`src/rtl/udp_parser_pkg.sv`:
```
// Shared types and protocol constants for the UDP receive parser.
package udp_parser_pkg;

    typedef enum logic [2:0] {
        ST_IDLE    = 3'd0,
        ST_ETH     = 3'd1,
        ST_IP      = 3'd2,
        ST_UDP     = 3'd3,
        ST_PAYLOAD = 3'd4,
        ST_DRAIN   = 3'd5
    } parser_state_t;

    typedef enum logic [2:0] {
        ERR_NONE      = 3'd0,
        ERR_ETHERTYPE = 3'd1,
        ERR_IP_HDR    = 3'd2,
        ERR_PROTO     = 3'd3,
        ERR_UDP_LEN   = 3'd4,
        ERR_TRUNC     = 3'd5
    } err_code_t;

    localparam logic [7:0]  ETH_SFD        = 8'hD5;
    localparam logic [7:0]  PREAMBLE_BYTE  = 8'h55;
    localparam logic [15:0] ETHERTYPE_IPV4 = 16'h0800;
    localparam logic [15:0] TPID_VLAN      = 16'h8100;
    localparam logic [7:0]  IP_VER_IHL     = 8'h45;
    localparam logic [7:0]  IP_PROTO_UDP   = 8'h11;

    localparam int unsigned ETH_HDR_LEN  = 14;
    localparam int unsigned VLAN_TAG_LEN = 4;
    localparam int unsigned IP_HDR_LEN   = 20;
    localparam int unsigned UDP_HDR_LEN  = 8;

endpackage

```
`src/rtl/udp_frame_parser_preamble_detector.sv`:
```
// Counts consecutive preamble bytes and flags a qualifying start-of-frame delimiter.
module preamble_detector
    import udp_parser_pkg::*;
#(
    parameter int unsigned PREAMBLE_LEN = 7
) (
    input  logic       clk,
    input  logic       rst_n,
    input  logic [7:0] byte_i,
    input  logic       valid_i,
    input  logic       last_i,
    input  logic       hunt_i,
    output logic       sfd_hit_c
);

    localparam int unsigned PC_W = $clog2(PREAMBLE_LEN + 1);
    localparam logic [PC_W-1:0] PC_MAX = PC_W'(PREAMBLE_LEN);

    logic [PC_W-1:0] pc_q;

    // SFD only counts after a full preamble and never on the frame's final byte
    assign sfd_hit_c = hunt_i && valid_i && !last_i &&
                       (byte_i == ETH_SFD) && (pc_q == PC_MAX);

    // Saturating preamble counter, cleared by any non-preamble byte or frame end
    always_ff @(posedge clk or negedge rst_n) begin
        if (!rst_n) begin
            pc_q <= '0;
        end else if (valid_i && hunt_i) begin
            if (last_i) begin
                pc_q <= '0;
            end else if (byte_i == PREAMBLE_BYTE) begin
                if (pc_q != PC_MAX) begin
                    pc_q <= pc_q + PC_W'(1);
                end
            end else begin
                pc_q <= '0;
            end
        end
    end

endmodule

```
`src/rtl/udp_frame_parser.sv`:
```
// Byte-serial Ethernet II / IPv4 / UDP receive parser forwarding only the UDP payload.
module udp_frame_parser
    import udp_parser_pkg::*;
#(
    parameter int unsigned PREAMBLE_LEN = 7,
    parameter bit          VLAN_EN      = 1'b1,
    parameter logic [15:0] DST_PORT     = 16'h0000,
    parameter int unsigned LEN_W        = 11
) (
    input  logic        clk,
    input  logic        rst_n,
    input  logic [7:0]  s_tdata,
    input  logic        s_tvalid,
    input  logic        s_tlast,
    output logic [7:0]  m_tdata,
    output logic        m_tvalid,
    output logic        m_tlast,
    output logic        hdr_valid,
    output logic [15:0] udp_src_port,
    output logic [15:0] udp_dst_port,
    output logic [31:0] ip_src_addr,
    output logic        err,
    output logic [2:0]  err_code,
    output logic        drop
);

    parser_state_t    state_q;
    logic [LEN_W-1:0] cnt_q;
    logic [LEN_W-1:0] rem_q;
    logic             vlan_q;
    logic [7:0]       ety_hi_q;
    logic [31:0]      ip_src_q;
    logic [47:0]      udp_hdr_q;
    logic             sfd_hit_c;
    logic [LEN_W-1:0] ety_lo_idx_c;
    logic [15:0]      udp_len_c;
    logic [15:0]      udp_dst_c;
    logic [LEN_W-1:0] payload_len_c;

    preamble_detector #(
        .PREAMBLE_LEN (PREAMBLE_LEN)
    ) u_preamble (
        .clk       (clk),
        .rst_n     (rst_n),
        .byte_i    (s_tdata),
        .valid_i   (s_tvalid),
        .last_i    (s_tlast),
        .hunt_i    (state_q == ST_IDLE),
        .sfd_hit_c (sfd_hit_c)
    );

    // Ethertype low byte sits four bytes later once a VLAN tag has been seen
    assign ety_lo_idx_c  = vlan_q ? LEN_W'(ETH_HDR_LEN + VLAN_TAG_LEN - 1)
                                  : LEN_W'(ETH_HDR_LEN - 1);
    assign udp_dst_c     = udp_hdr_q[31:16];
    assign udp_len_c     = udp_hdr_q[15:0];
    assign payload_len_c = LEN_W'(udp_len_c - 16'(UDP_HDR_LEN));

    // Header walk, field validation and payload forwarding
    always_ff @(posedge clk or negedge rst_n) begin
        if (!rst_n) begin
            state_q      <= ST_IDLE;
            cnt_q        <= '0;
            rem_q        <= '0;
            vlan_q       <= 1'b0;
            ety_hi_q     <= '0;
            ip_src_q     <= '0;
            udp_hdr_q    <= '0;
            m_tdata      <= '0;
            m_tvalid     <= 1'b0;
            m_tlast      <= 1'b0;
            hdr_valid    <= 1'b0;
            udp_src_port <= '0;
            udp_dst_port <= '0;
            ip_src_addr  <= '0;
            err          <= 1'b0;
            err_code     <= ERR_NONE;
            drop         <= 1'b0;
        end else begin
            m_tvalid  <= 1'b0;
            m_tlast   <= 1'b0;
            hdr_valid <= 1'b0;
            err       <= 1'b0;
            drop      <= 1'b0;
            if (s_tvalid) begin
                case (state_q)
                    ST_IDLE: begin
                        if (sfd_hit_c) begin
                            state_q <= ST_ETH;
                            cnt_q   <= '0;
                            vlan_q  <= 1'b0;
                        end
                    end
                    ST_ETH: begin
                        cnt_q <= cnt_q + LEN_W'(1);
                        if (s_tlast) begin
                            err      <= 1'b1;
                            err_code <= ERR_TRUNC;
                            state_q  <= ST_IDLE;
                        end else if (cnt_q == ety_lo_idx_c - LEN_W'(1)) begin
                            ety_hi_q <= s_tdata;
                        end else if (cnt_q == ety_lo_idx_c) begin
                            if (VLAN_EN && !vlan_q && ({ety_hi_q, s_tdata} == TPID_VLAN)) begin
                                vlan_q <= 1'b1;
                            end else if ({ety_hi_q, s_tdata} == ETHERTYPE_IPV4) begin
                                state_q <= ST_IP;
                                cnt_q   <= '0;
                            end else begin
                                err      <= 1'b1;
                                err_code <= ERR_ETHERTYPE;
                                state_q  <= ST_DRAIN;
                            end
                        end
                    end
                    ST_IP: begin
                        cnt_q <= cnt_q + LEN_W'(1);
                        if (s_tlast) begin
                            err      <= 1'b1;
                            err_code <= ERR_TRUNC;
                            state_q  <= ST_IDLE;
                        end else if ((cnt_q == LEN_W'(0)) && (s_tdata != IP_VER_IHL)) begin
                            err      <= 1'b1;
                            err_code <= ERR_IP_HDR;
                            state_q  <= ST_DRAIN;
                        end else if ((cnt_q == LEN_W'(9)) && (s_tdata != IP_PROTO_UDP)) begin
                            err      <= 1'b1;
                            err_code <= ERR_PROTO;
                            state_q  <= ST_DRAIN;
                        end else begin
                            if ((cnt_q >= LEN_W'(12)) && (cnt_q <= LEN_W'(15))) begin
                                ip_src_q <= {ip_src_q[23:0], s_tdata};
                            end
                            if (cnt_q == LEN_W'(IP_HDR_LEN - 1)) begin
                                state_q <= ST_UDP;
                                cnt_q   <= '0;
                            end
                        end
                    end
                    ST_UDP: begin
                        cnt_q <= cnt_q + LEN_W'(1);
                        if (s_tlast) begin
                            err      <= 1'b1;
                            err_code <= ERR_TRUNC;
                            state_q  <= ST_IDLE;
                        end else if (cnt_q < LEN_W'(6)) begin
                            udp_hdr_q <= {udp_hdr_q[39:0], s_tdata};
                        end else if (cnt_q == LEN_W'(UDP_HDR_LEN - 1)) begin
                            if (udp_len_c < 16'(UDP_HDR_LEN)) begin
                                err      <= 1'b1;
                                err_code <= ERR_UDP_LEN;
                                state_q  <= ST_DRAIN;
                            end else if ((DST_PORT != 16'h0000) && (udp_dst_c != DST_PORT)) begin
                                drop    <= 1'b1;
                                state_q <= ST_DRAIN;
                            end else begin
                                hdr_valid    <= 1'b1;
                                udp_src_port <= udp_hdr_q[47:32];
                                udp_dst_port <= udp_dst_c;
                                ip_src_addr  <= ip_src_q;
                                rem_q        <= payload_len_c;
                                state_q      <= (payload_len_c == '0) ? ST_DRAIN : ST_PAYLOAD;
                            end
                        end
                    end
                    ST_PAYLOAD: begin
                        m_tvalid <= 1'b1;
                        m_tdata  <= s_tdata;
                        rem_q    <= rem_q - LEN_W'(1);
                        if (rem_q == LEN_W'(1)) begin
                            m_tlast <= 1'b1;
                            state_q <= s_tlast ? ST_IDLE : ST_DRAIN;
                        end else if (s_tlast) begin
                            m_tlast  <= 1'b1;
                            err      <= 1'b1;
                            err_code <= ERR_TRUNC;
                            state_q  <= ST_IDLE;
                        end
                    end
                    ST_DRAIN: begin
                        if (s_tlast) begin
                            state_q <= ST_IDLE;
                        end
                    end
                    default: state_q <= ST_IDLE;
                endcase
            end
        end
    end

endmodule

```
`config.mk`:
```
export PLATFORM = sky130hd
export DESIGN_NAME = udp_frame_parser
export DESIGN_NICKNAME = d
export VERILOG_FILES = /design/src/rtl/udp_parser_pkg.sv /design/src/rtl/udp_frame_parser_preamble_detector.sv /design/src/rtl/udp_frame_parser.sv
export SDC_FILE = /design/constraint.sdc
export NUM_CORES = 1
export LEC_CHECK = 0
export CORE_MARGIN = 10
export CORE_UTILIZATION = 50
export CTS_BUF_LIST = sky130_fd_sc_hd__clkbuf_4 sky130_fd_sc_hd__clkbuf_8
export CTS_CLUSTER_SIZE = 12
export DETAILED_ROUTE_END_ITERATION = 12
export PLACE_DENSITY = 0.72
export SETUP_SLACK_MARGIN = 0.3
export SYNTH_ARGS = -nofsm -noshare
export SYNTH_HDL_FRONTEND = slang
export SYNTH_SLANG_ARGS = --single-unit
```
`constraint.sdc`:
```
create_clock -name clk -period 7.6 [get_ports clk]
set_clock_uncertainty 0.15 [all_clocks]
set_input_delay 1.52 -clock clk [delete_from_list [all_inputs] [get_ports clk]]
set_output_delay 1.52 -clock clk [all_outputs]
set_load 0.03 [all_outputs]
```
**Yosys cells after proc, flatten, opt, wreduce, memory -nomap -nowiden**

Cells that the tools add are included.

- Bits of input ports: 12
- Register bits after elaboration: 196

- Equality and inequality tests: 40
- Reductions and logical operators: 28
- Magnitude comparators: 4
- Mux-type cells: 87
- Bitwise logic cells: 5
- $add $sub $neg: 5

Operators by type and width:

| kind | count |
|---|---|
| $mux W11 | 14 |
| $mux W3 | 33 |
| $pmux W11 S4 | 1 |
| $mux W1 | 33 |
| $ne A3 B3 Y1 const B | 9 |
| $logic_not A11 Y1 | 2 |
| $ne A2 B2 Y1 const B | 11 |
| $pmux W11 S2 | 1 |
| $pmux W3 S6 | 1 |
| $reduce_and A6 Y1 | 3 |
| $eq A16 B12 Y1 const B | 1 |
| $eq A16 B16 Y1 const B | 1 |
| $lt A16 B4 Y1 const B | 1 |
| $pmux W3 S4 | 1 |
| $reduce_and A12 Y1 | 1 |
| $add A11 B1 Y11 const B | 1 |
| $eq A11 B1 Y1 const B | 1 |
| $eq A11 B11 Y1 | 1 |
| $eq A11 B3 Y1 const B | 1 |
| $eq A11 B4 Y1 const B | 1 |
| $eq A11 B5 Y1 | 1 |
| $eq A11 B5 Y1 const B | 1 |
| $ge A11 B4 Y1 const B | 1 |
| $le A11 B4 Y1 const B | 1 |
| 28 further kinds | 47 |

**Longest topological paths before layout**

Gate-level depths: netlist of run 1.

- Depth in word-level cells: 8
- Gate-level depth with buffers: 10
- Depth with buffers taken out: 8

**Modules after synthesis**

Synthesis of run 1 repeated with hierarchy kept, for this count alone.

- Cells, all modules: 808
- Area total of the unflattened synthesis: 8735.9 sq um

By module, submodules not included:

| module | instances | area an instance (sq um) | cells each | seq. area each (sq um) |
|---|---|---|---|---|
| udp_frame_parser | 1 | 8500.7 | 783 | 4829.6 |
| preamble_detector | 1 | 235.2 | 25 | 75.1 |

**Worst setup path after synthesis of run 1**

OpenSTA, ideal clock, no wires.

- Path kind: input to register
- Start point: input port s_tdata[3]
- End point: register state_q[0]
- Path slack: 3.927 ns
- Path buffers: 0
- Data required time: 7.323 ns
- Stages: 6
- Arrival time: 3.396 ns
- Cell sequence: or4_1 > o31ai_1 > a21oi_1 > or4_1 > o21a_1 > mux2_1

- Cells in the longest elaborated chain, start to end: 7
- Elaborated cells between the ends (all ways): 23
- Those cells by class: eq/ne (8); mux (9); reduce/logical (6)

Ends and longest elaborated chain:

| item | line | RTL |
|---|---|---|
| from (decl) | udp_frame_parser.sv:12 | `input logic [7:0] s_tdata,` |
| $eq A16 B12 Y1 | udp_frame_parser.sv:105 | `end else if ({ety_hi_q, s_tdata} == ETHERTYPE_IPV4) begin` |
| $mux W3 | udp_frame_parser.sv:105 |  |
| $mux W3 | udp_frame_parser.sv:103 | `if (VLAN_EN && !vlan_q && ({ety_hi_q, s_tdata} == TPID_VLAN)) begin` |
| $mux W3 | udp_frame_parser.sv:102 | `end else if (cnt_q == ety_lo_idx_c) begin` |
| $mux W3 | udp_frame_parser.sv:100 | `end else if (cnt_q == ety_lo_idx_c - LEN_W'(1)) begin` |
| $mux W3 | udp_frame_parser.sv:96 | `if (s_tlast) begin` |
| $pmux W3 S6 | udp_frame_parser.sv:86 | `case (state_q)` |
| to (signal assigned) | udp_frame_parser.sv:161 | `state_q <= (payload_len_c == '0) ? ST_DRAIN : ST_PAYLOAD;` |
| to (signal assigned) | udp_frame_parser.sv:171 | `state_q <= s_tlast ? ST_IDLE : ST_DRAIN;` |
| to (decl) | udp_frame_parser.sv:27 | `parser_state_t state_q;` |

Several ways; a longest one is shown, not always the timed one. The select of a mux whose other input is x is not followed.
A chain may end at the register's enable or synchronous reset.

**Worst setup path after layout of run 1**

- Start point: input port s_tdata[7]
- End point: register err_code[2]

- Cells in the longest elaborated chain, start to end: 5
- Elaborated cells between the ends (all ways): 14
- Those cells by class: eq/ne (7); mux (3); reduce/logical (4)

Ends and longest elaborated chain:

| item | line | RTL |
|---|---|---|
| $ne A8 B7 Y1 | udp_frame_parser.sv:121 | `end else if ((cnt_q == LEN_W'(0)) && (s_tdata != IP_VER_IHL)) begin` |
| $logic_and A1 B1 Y1 | udp_frame_parser.sv:121 |  |
| $mux W3 | udp_frame_parser.sv:121 |  |
| $mux W3 | udp_frame_parser.sv:117 | `if (s_tlast) begin` |
| $pmux W3 S4 | udp_frame_parser.sv:86 |  |
| to (signal assigned) | udp_frame_parser.sv:119 | `err_code <= ERR_TRUNC;` |
| to (signal assigned) | udp_frame_parser.sv:123 | `err_code <= ERR_IP_HDR;` |
| to (signal assigned) | udp_frame_parser.sv:127 | `err_code <= ERR_PROTO;` |
| to (decl) | udp_frame_parser.sv:23 | `output logic [2:0] err_code,` |

Several ways; a longest one is shown, not always the timed one.

==> impl_metrics.py, run 1 <==
metrics = {
    "sta": {
        "hold_violations": 0,
        "drv_slew": 0,
        "finalWorstSetupSlack_ns": 3.62,
        "period_minus_slack_ns": 3.98,
        "setup-tns-final_ns": 0,
        "fin_crit_sh_pct": 52.4,
        "clock.fmax_mhz": 251,
        "setup_violations": 0,
        "slew_headroom_pct": 34.2,
        "rsz0062_at_grt": "false",
        "max_slew.worst_pin.slew_ns": 0.986,
    },
    "routing": {
        "wl_met2_um": 8750,
        "dr_wl_met3_um": 1100,
        "first_pass_iters": 4,
        "wl_per_cell_um": 16.5,
        "num_vias": 6137,
        "wl_um": 18500,
        "via_per_inst": 5.45,
        "route.top_layer_used": "met4",
        "drt-met1-wl_um": 8520,
        "drt_iter0_markers": 400,
        "drc": 0,
        "ant_nets": 0,
    },
    "floorplan": {
        "row_count": 48,
        "die_h_um": 152,
        "start_util_pct": 50.6,
        "core-area_um2": 17200,
        "io_pins": 92,
        "die_w_um": 152,
        "die_area_um2": 23000,
    },
    "pwr": {
        "p_leak_nw": 4.92,
        "power.density_nw_per_um2": 172,
        "ir_drop_v": 0.0000958,
    },
    "finish": {
        "diodes": 0,
        "drive_above_1_share_pct": 16.1,
        "area_growth_pct": 16.2,
        "fillers": 1530,
        "nets": 909,
    },
    "status": {
        "status": "finished clean",
    },
    "yosys": {
        "avgSynthCellArea_um2": 10.6,
        "synth-edff-count": 0,
        "yosysWarnings": 0,
        "synth-async-reset-ratio_pct": 100,
        "syn_inst": 816,
        "syn_area_um2": 8680,
        "ys.flop_type": "dfrtp_1",
        "ys_types": 64,
        "ys_seq_area_share_pct": 56.5,
        "syn-num-nets": 836,
        "synth_seq_cells": 196,
    },
    "clock_network": {
        "cts.sinks": 196,
        "postCtsSetupBuffers": 0,
        "htree_levels": 4,
        "cts_buffer_depth": 2,
        "cts_tree": "done",
        "clockRootBuffer": "clkbuf_8",
        "cts_hold_buf": 0,
        "cts_resized": 0,
        "cts.clk_slew.worst_paths_ns": 0.10,
        "clock_latency_ns": 0.46,
        "numCtsBuffers": 17,
    },
    "job": {
        "maxCapViolCount": 0,
    },
    "worst_setup_path": {
        "worstSetupPathType": "in -> reg",
        "cp-startpoint": "s_tdata[7]",
        "arrival_ns": 4.24,
        "reg2reg_depth": 6,
        "start_kind": "primary input",
        "end_kind": "flop",
        "r2r_slack_ns": 4.53,
        "crit_required_ns": 7.86,
        "rr_startpoint": "cnt_q[8]",
        "r2r_end": "rem_q[4]",
        "critPathMaxFanout": 7,
    },
    "placed_design": {
        "gp_congestion": 0.870,
        "post-place-ws_ns": 3.17,
        "dp_hpwl_um": 12800,
        "io_buffers": 90,
    },
    "global_route": {
        "grt_pass1_vias": 6070,
        "grt_start_max_net_pins": 117,
        "grt_pass1_wl_um": 30700,
        "globalRouteOverflowTotal": 0,
        "antenna_found_initial": 0,
        "grt_usage_pct": 16.5,
    },
    "min_path": {
        "holdCritStartpoint": "ip_src_addr[27]",
        "hold_path_class": "reg -> reg",
        "hold_depth": 2,
        "hold_path_end": "ip_src_addr[27]",
    },
}
## through the flow
| stage | power (mW) | cells | hold WS, ns | utilization [%] | cell area, um^2 |
|---|---|---|---|---|---|
| finish | 1.74 | 1126 | 0.319 | 58.8 | 10100 |
| global placement | 1.11 | 1095 | 0.300 | 56.5 | 9700 |
| CTS | 1.76 | 1126 | 0.325 | 58.8 | 10100 |
| detailed placement | 1.11 | 1095 | 0.304 | 56.5 | 9700 |
| global route | 1.81 | 1126 | 0.343 | 58.8 | 10100 |
| floorplan | 1.07 | 816 | 0.290 | - | 8680 |
## cells in the mapped netlist (3+ instances only)
library cell	n	area share (%)
o211ai_1	3	0.26
buf_1	5	0.22
xnor2_1	3	0.30
nand3b_1	5	0.43
a22o_1	7	0.71
buf_6	6	0.78
nand3_1	16	0.92
o31ai_1	4	0.35
nor3_1	14	0.81
and3_1	6	0.43
ha_1	8	1.2
nor3b_1	5	0.43
a21oi_1	16	0.92
nor4bb_1	3	0.35
mux2_2	93	12
a21o_1	3	0.26
dfrtp_1	196	56
or3b_2	3	0.30
or3_1	9	0.65
o21ai_0	29	1.7
buf_2	11	0.63
nor2b_1	3	0.22
nand2b_1	6	0.43
clkbuf_1	17	0.73
xor2_1	3	0.30
or4_1	5	0.43
nor2_1	17	0.73
o21ai_1	7	0.40
o22ai_1	5	0.36
a31oi_1	3	0.22
nand4_1	5	0.36
inv_1	19	0.82
or2_2	3	0.22
nand2_1	225	9.7
a21boi_0	3	0.26
nor4_1	12	0.86
## cells in the final DEF, fill, tap and decap left out, types with 6 or more instances in the layout
cell type and instances:
o21ai_0 29, clkdlybuf4s50_1 89, nor2_1 17, mux2_2 93, a21oi_1 16, nand2_1 224, inv_1 19, o21ai_1 7
and3_1 6, nand2b_1 6, nor4_1 11, nand3_1 16, nor3_1 13, or3_1 9, clkbuf_8 22, ha_1 8
a22o_1 7, dfrtp_1 196
## worst max path at each step
stage	to	slack, ns	depth (start not counted)
global placement	state_q[0]	3.28	7
detailed placement	err_code[1]	3.17	7
CTS	err_code[2]	3.69	7
global route	err_code[2]	3.50	7
finish	err_code[2]	3.62	7
floorplan	state_q[0]	3.93	6
## critical path: stages
cell and delay [ns]:
clkdlybuf4s50_1 0.53, or4_1 0.57, o31ai_1 0.39, a2111oi_0 0.20
a311oi_1 0.34, a21boi_0 0.46, o32a_1 0.23
## routing by layer
metal / GRT usage [%] / vias to the layer above
met1: 22.0 / 3013
met4: 4.34 / 0
met5: 0 / -
met3: 4.34 / 16
li1: - / 2981
met2: 26.3 / 127
## where the power goes
part           total [mW]  internal, mW  switching, mW
clock network       0.655         0.300          0.355
registers            1.04          1.04       0.000738
logic              0.0411       0.00911         0.0320
total                1.74          1.35          0.388
## final cells by class
type / instances / area, um^2 / area share, %
Inverter: 19 / 71.3 / 0.707
Timing Repair Buffer: 95 / 942 / 9.34
Multi-Input combinational cell: 560 / 3500 / 34.7
Tap cell: 225 / 282 / 2.79
Clock inverter: 9 / 92.6 / 0.917
Clock buffer: 22 / 297 / 2.94
Sequential cell: 196 / 4900 / 48.6
## cells by family (layout without fill, tap and decap cells)
kind of cell | Yosys count | after routing | synth area share (%)
and+or+nand+nor | 348 | 348 | 18.4
DFF | 196 | 196 | 56.5
AOI/OAI and AO/OA | 103 | 103 | 7.74
muxes | 94 | 94 | 12.2
buffers and inverters | 60 | 145 | 3.36
adders and majority gates | 8 | 8 | 1.15
xor gates and xnor gates | 6 | 6 | 0.605
other | 1 | 1 | 0.0432
## flip-flops by register name, indices dropped and copies added (netlist names)
register	cells
ip_src_q	32
err	1
udp_hdr_q	48
udp_dst_port	16
m_tdata	8
err_code	3
hdr_valid	1
udp_src_port	16
cnt_q	11
ety_hi_q	8
ip_src_addr	32
state_q	3
vlan_q	1
m_tlast	1
rem_q	11
m_tvalid	1
u_preamble.pc_q	3
Note: power is estimated with default switching activity, not from simulation.
==> run 2, diff against run 1 <==
--- a/config.mk
+++ b/config.mk
@@ -10,7 +10,7 @@
 export CTS_BUF_LIST = sky130_fd_sc_hd__clkbuf_4 sky130_fd_sc_hd__clkbuf_8
 export CTS_CLUSTER_SIZE = 12
 export DETAILED_ROUTE_END_ITERATION = 12
-export PLACE_DENSITY = 0.72
+export PLACE_DENSITY = 0.75
 export SETUP_SLACK_MARGIN = 0.3
 export SYNTH_ARGS = -nofsm -noshare
 export SYNTH_HDL_FRONTEND = slang
==> constraint.sdc (replaced) <==
create_clock -name clk -period 3.3 [get_ports clk]
set_clock_uncertainty 0.15 [all_clocks]
set_input_delay 0.66 -clock clk [delete_from_list [all_inputs] [get_ports clk]]
set_output_delay 0.66 -clock clk [all_outputs]
set_load 0.03 [all_outputs]
==> impl_metrics.py, run 2 (same netlist as run 1, synthesis figures left out) <==
metrics = {
    "sta": {
        "rsz0062_at_grt": "false",
        "fin_crit_sh_pct": 89.3,
        "period_minus_slack_ns": 2.95,
        "max_slew.worst_pin.slew_ns": 0.676,
        "slew_headroom_pct": 54.9,
        "setup-tns-final_ns": 0,
        "hold_violations": 0,
        "drv_slew": 0,
        "setup_violations": 0,
        "clock.fmax_mhz": 339,
    },
    "global_route": {
        "grt_start_max_net_pins": 77,
        "antenna_found_initial": 0,
        "grt_pass1_vias": 6280,
        "grt_pass1_wl_um": 31600,
        "grt_usage_pct": 17.2,
        "globalRouteOverflowTotal": 0,
    },
    "finish": {
        "drive_above_1_share_pct": 18.8,
        "largest_reg_flops": 48,
        "final-instance-count-excl-fill": 1153,
        "layout.cells.most_common": "nand2_1",
        "stdcell_area_um2": 10400,
        "diodes": 0,
        "top_regs": "udp_hdr_q x48, ip_src_addr x32, ip_src_q x32",
        "layout_common_cells": "224 x nand2_1, 196 x dfrtp_1, 93 x mux2_2",
        "nets": 935,
        "area_growth_pct": 19.8,
        "fillers": 1449,
        "top_register": "udp_hdr_q",
        "post-route-util_pct": 60.6,
    },
    "routing": {
        "drc": 0,
        "first_pass_iters": 5,
        "num_vias": 6261,
        "drt_iter0_markers": 462,
        "wl_per_cell_um": 16.7,
        "ant_nets": 0,
        "wl_um": 19300,
        "via_per_inst": 5.43,
    },
    "worst_setup_path": {
        "worstSetupPathType": "in -> reg",
        "reg2reg_depth": 8,
        "crit_required_ns": 3.51,
        "start_kind": "primary input",
        "rr_startpoint": "cnt_q[1]",
        "arrival_ns": 3.16,
        "critPathMaxFanout": 3,
        "cp-startpoint": "s_tdata[3]",
        "end_kind": "flop",
    },
    "clock_network": {
        "numCtsBuffers": 17,
        "cts_tree": "done",
        "clockRootBuffer": "clkbuf_8",
        "clock_latency_ns": 0.48,
        "cts_buffer_depth": 2,
        "cts.clk_slew.worst_paths_ns": 0.10,
        "cts_hold_buf": 0,
        "htree_levels": 4,
        "cts.sinks": 196,
    },
    "pwr": {
        "ir_drop_v": 0.000235,
        "power.density_nw_per_um2": 402,
        "p_leak_nw": 5.08,
        "power_mw": 4.18,
    },
    "placed_design": {
        "io_buffers": 90,
        "gp_congestion": 0.888,
        "placed_cells": 1121,
        "dpl_cell_area_um2": 9960,
        "dp_hpwl_um": 13300,
    },
    "floorplan": {
        "row_count": 48,
        "die_h_um": 152,
        "core-area_um2": 17200,
        "die_w_um": 152,
        "start_util_pct": 50.6,
        "die_area_um2": 23000,
        "io_pins": 92,
    },
    "status": {
        "status": "finished clean",
    },
    "job": {
        "maxCapViolCount": 0,
    },
    "min_path": {
        "hold_path_class": "in -> async",
    },
}
==> run 2: cell types whose count changed in the layout (fill, tap and decap cells not counted), sizes merged <==
cell / before / now
bufinv: 1 / 3
clkinv: 3 / 2
clkinvlp: 2 / 4
buf: 5 / 31
clkbuf: 23 / 21
==> run 2: timing repair <==
item | CTS | global route
gates resized for setup | 0 | 2
buffers inserted | 0 | 0
setup endpoints to repair | 0 | 10
==> run 2: final timing paths <==
kind	slack, ns	end
worst max-delay path	0.35	state_q[0]
worst min-delay path	0.06	udp_src_port[12]
worst max register to register	0.37	err_code[2]
worst min register to register	0.32	ip_src_addr[31]
max in group asynchronous	2.18	ip_src_addr[29]
min in group clk	0.32	ip_src_addr[31]
==> run 2: final cells by class <==
type	count	area [um^2]	area share, %
flip-flops and latches	196	4900	47.1
repair buffers	121	1200	11.5
well taps	225	282	2.71
inverters	19	71.3	0.686
clock buffers	20	263	2.53
clock inverters	12	171	1.65
multi-input cells	560	3510	33.8
==> run 2: report_power, final <==
part / switching [mW] / internal [mW]
clock network: 0.865 / 0.800
registers: 0.00179 / 2.40
logic: 0.0776 / 0.0338
total: 0.944 / 3.24
==> run 2: per-stage QoR <==
step	setup WS, ns	hold WS (ns)
finish	0.351	0.0603
global route	0.302	0.0786
CTS	0.313	0.0580
detailed placement	-0.0614	0.304
global placement	-0.0527	0.300
floorplan	0.487	0.214
==> run 2: routing by layer <==
metal	wire length [um]	vias up	GRT usage (%)	share of wire [%]
li1	-	3029	-	-
met5	0	-	0	0
met4	368	0	6.01	1.9
met2	9240	139	27.2	48
met3	938	29	4.07	4.9
met1	8720	3064	22.6	45
==> run 2: critical path: stages <==
cell	delay [ns]
clkdlybuf4s50_1	0.41
or4_1	0.55
o31ai_1	0.42
a21oi_1	0.14
or4_1	0.44
o21a_1	0.22
mux2_1	0.30
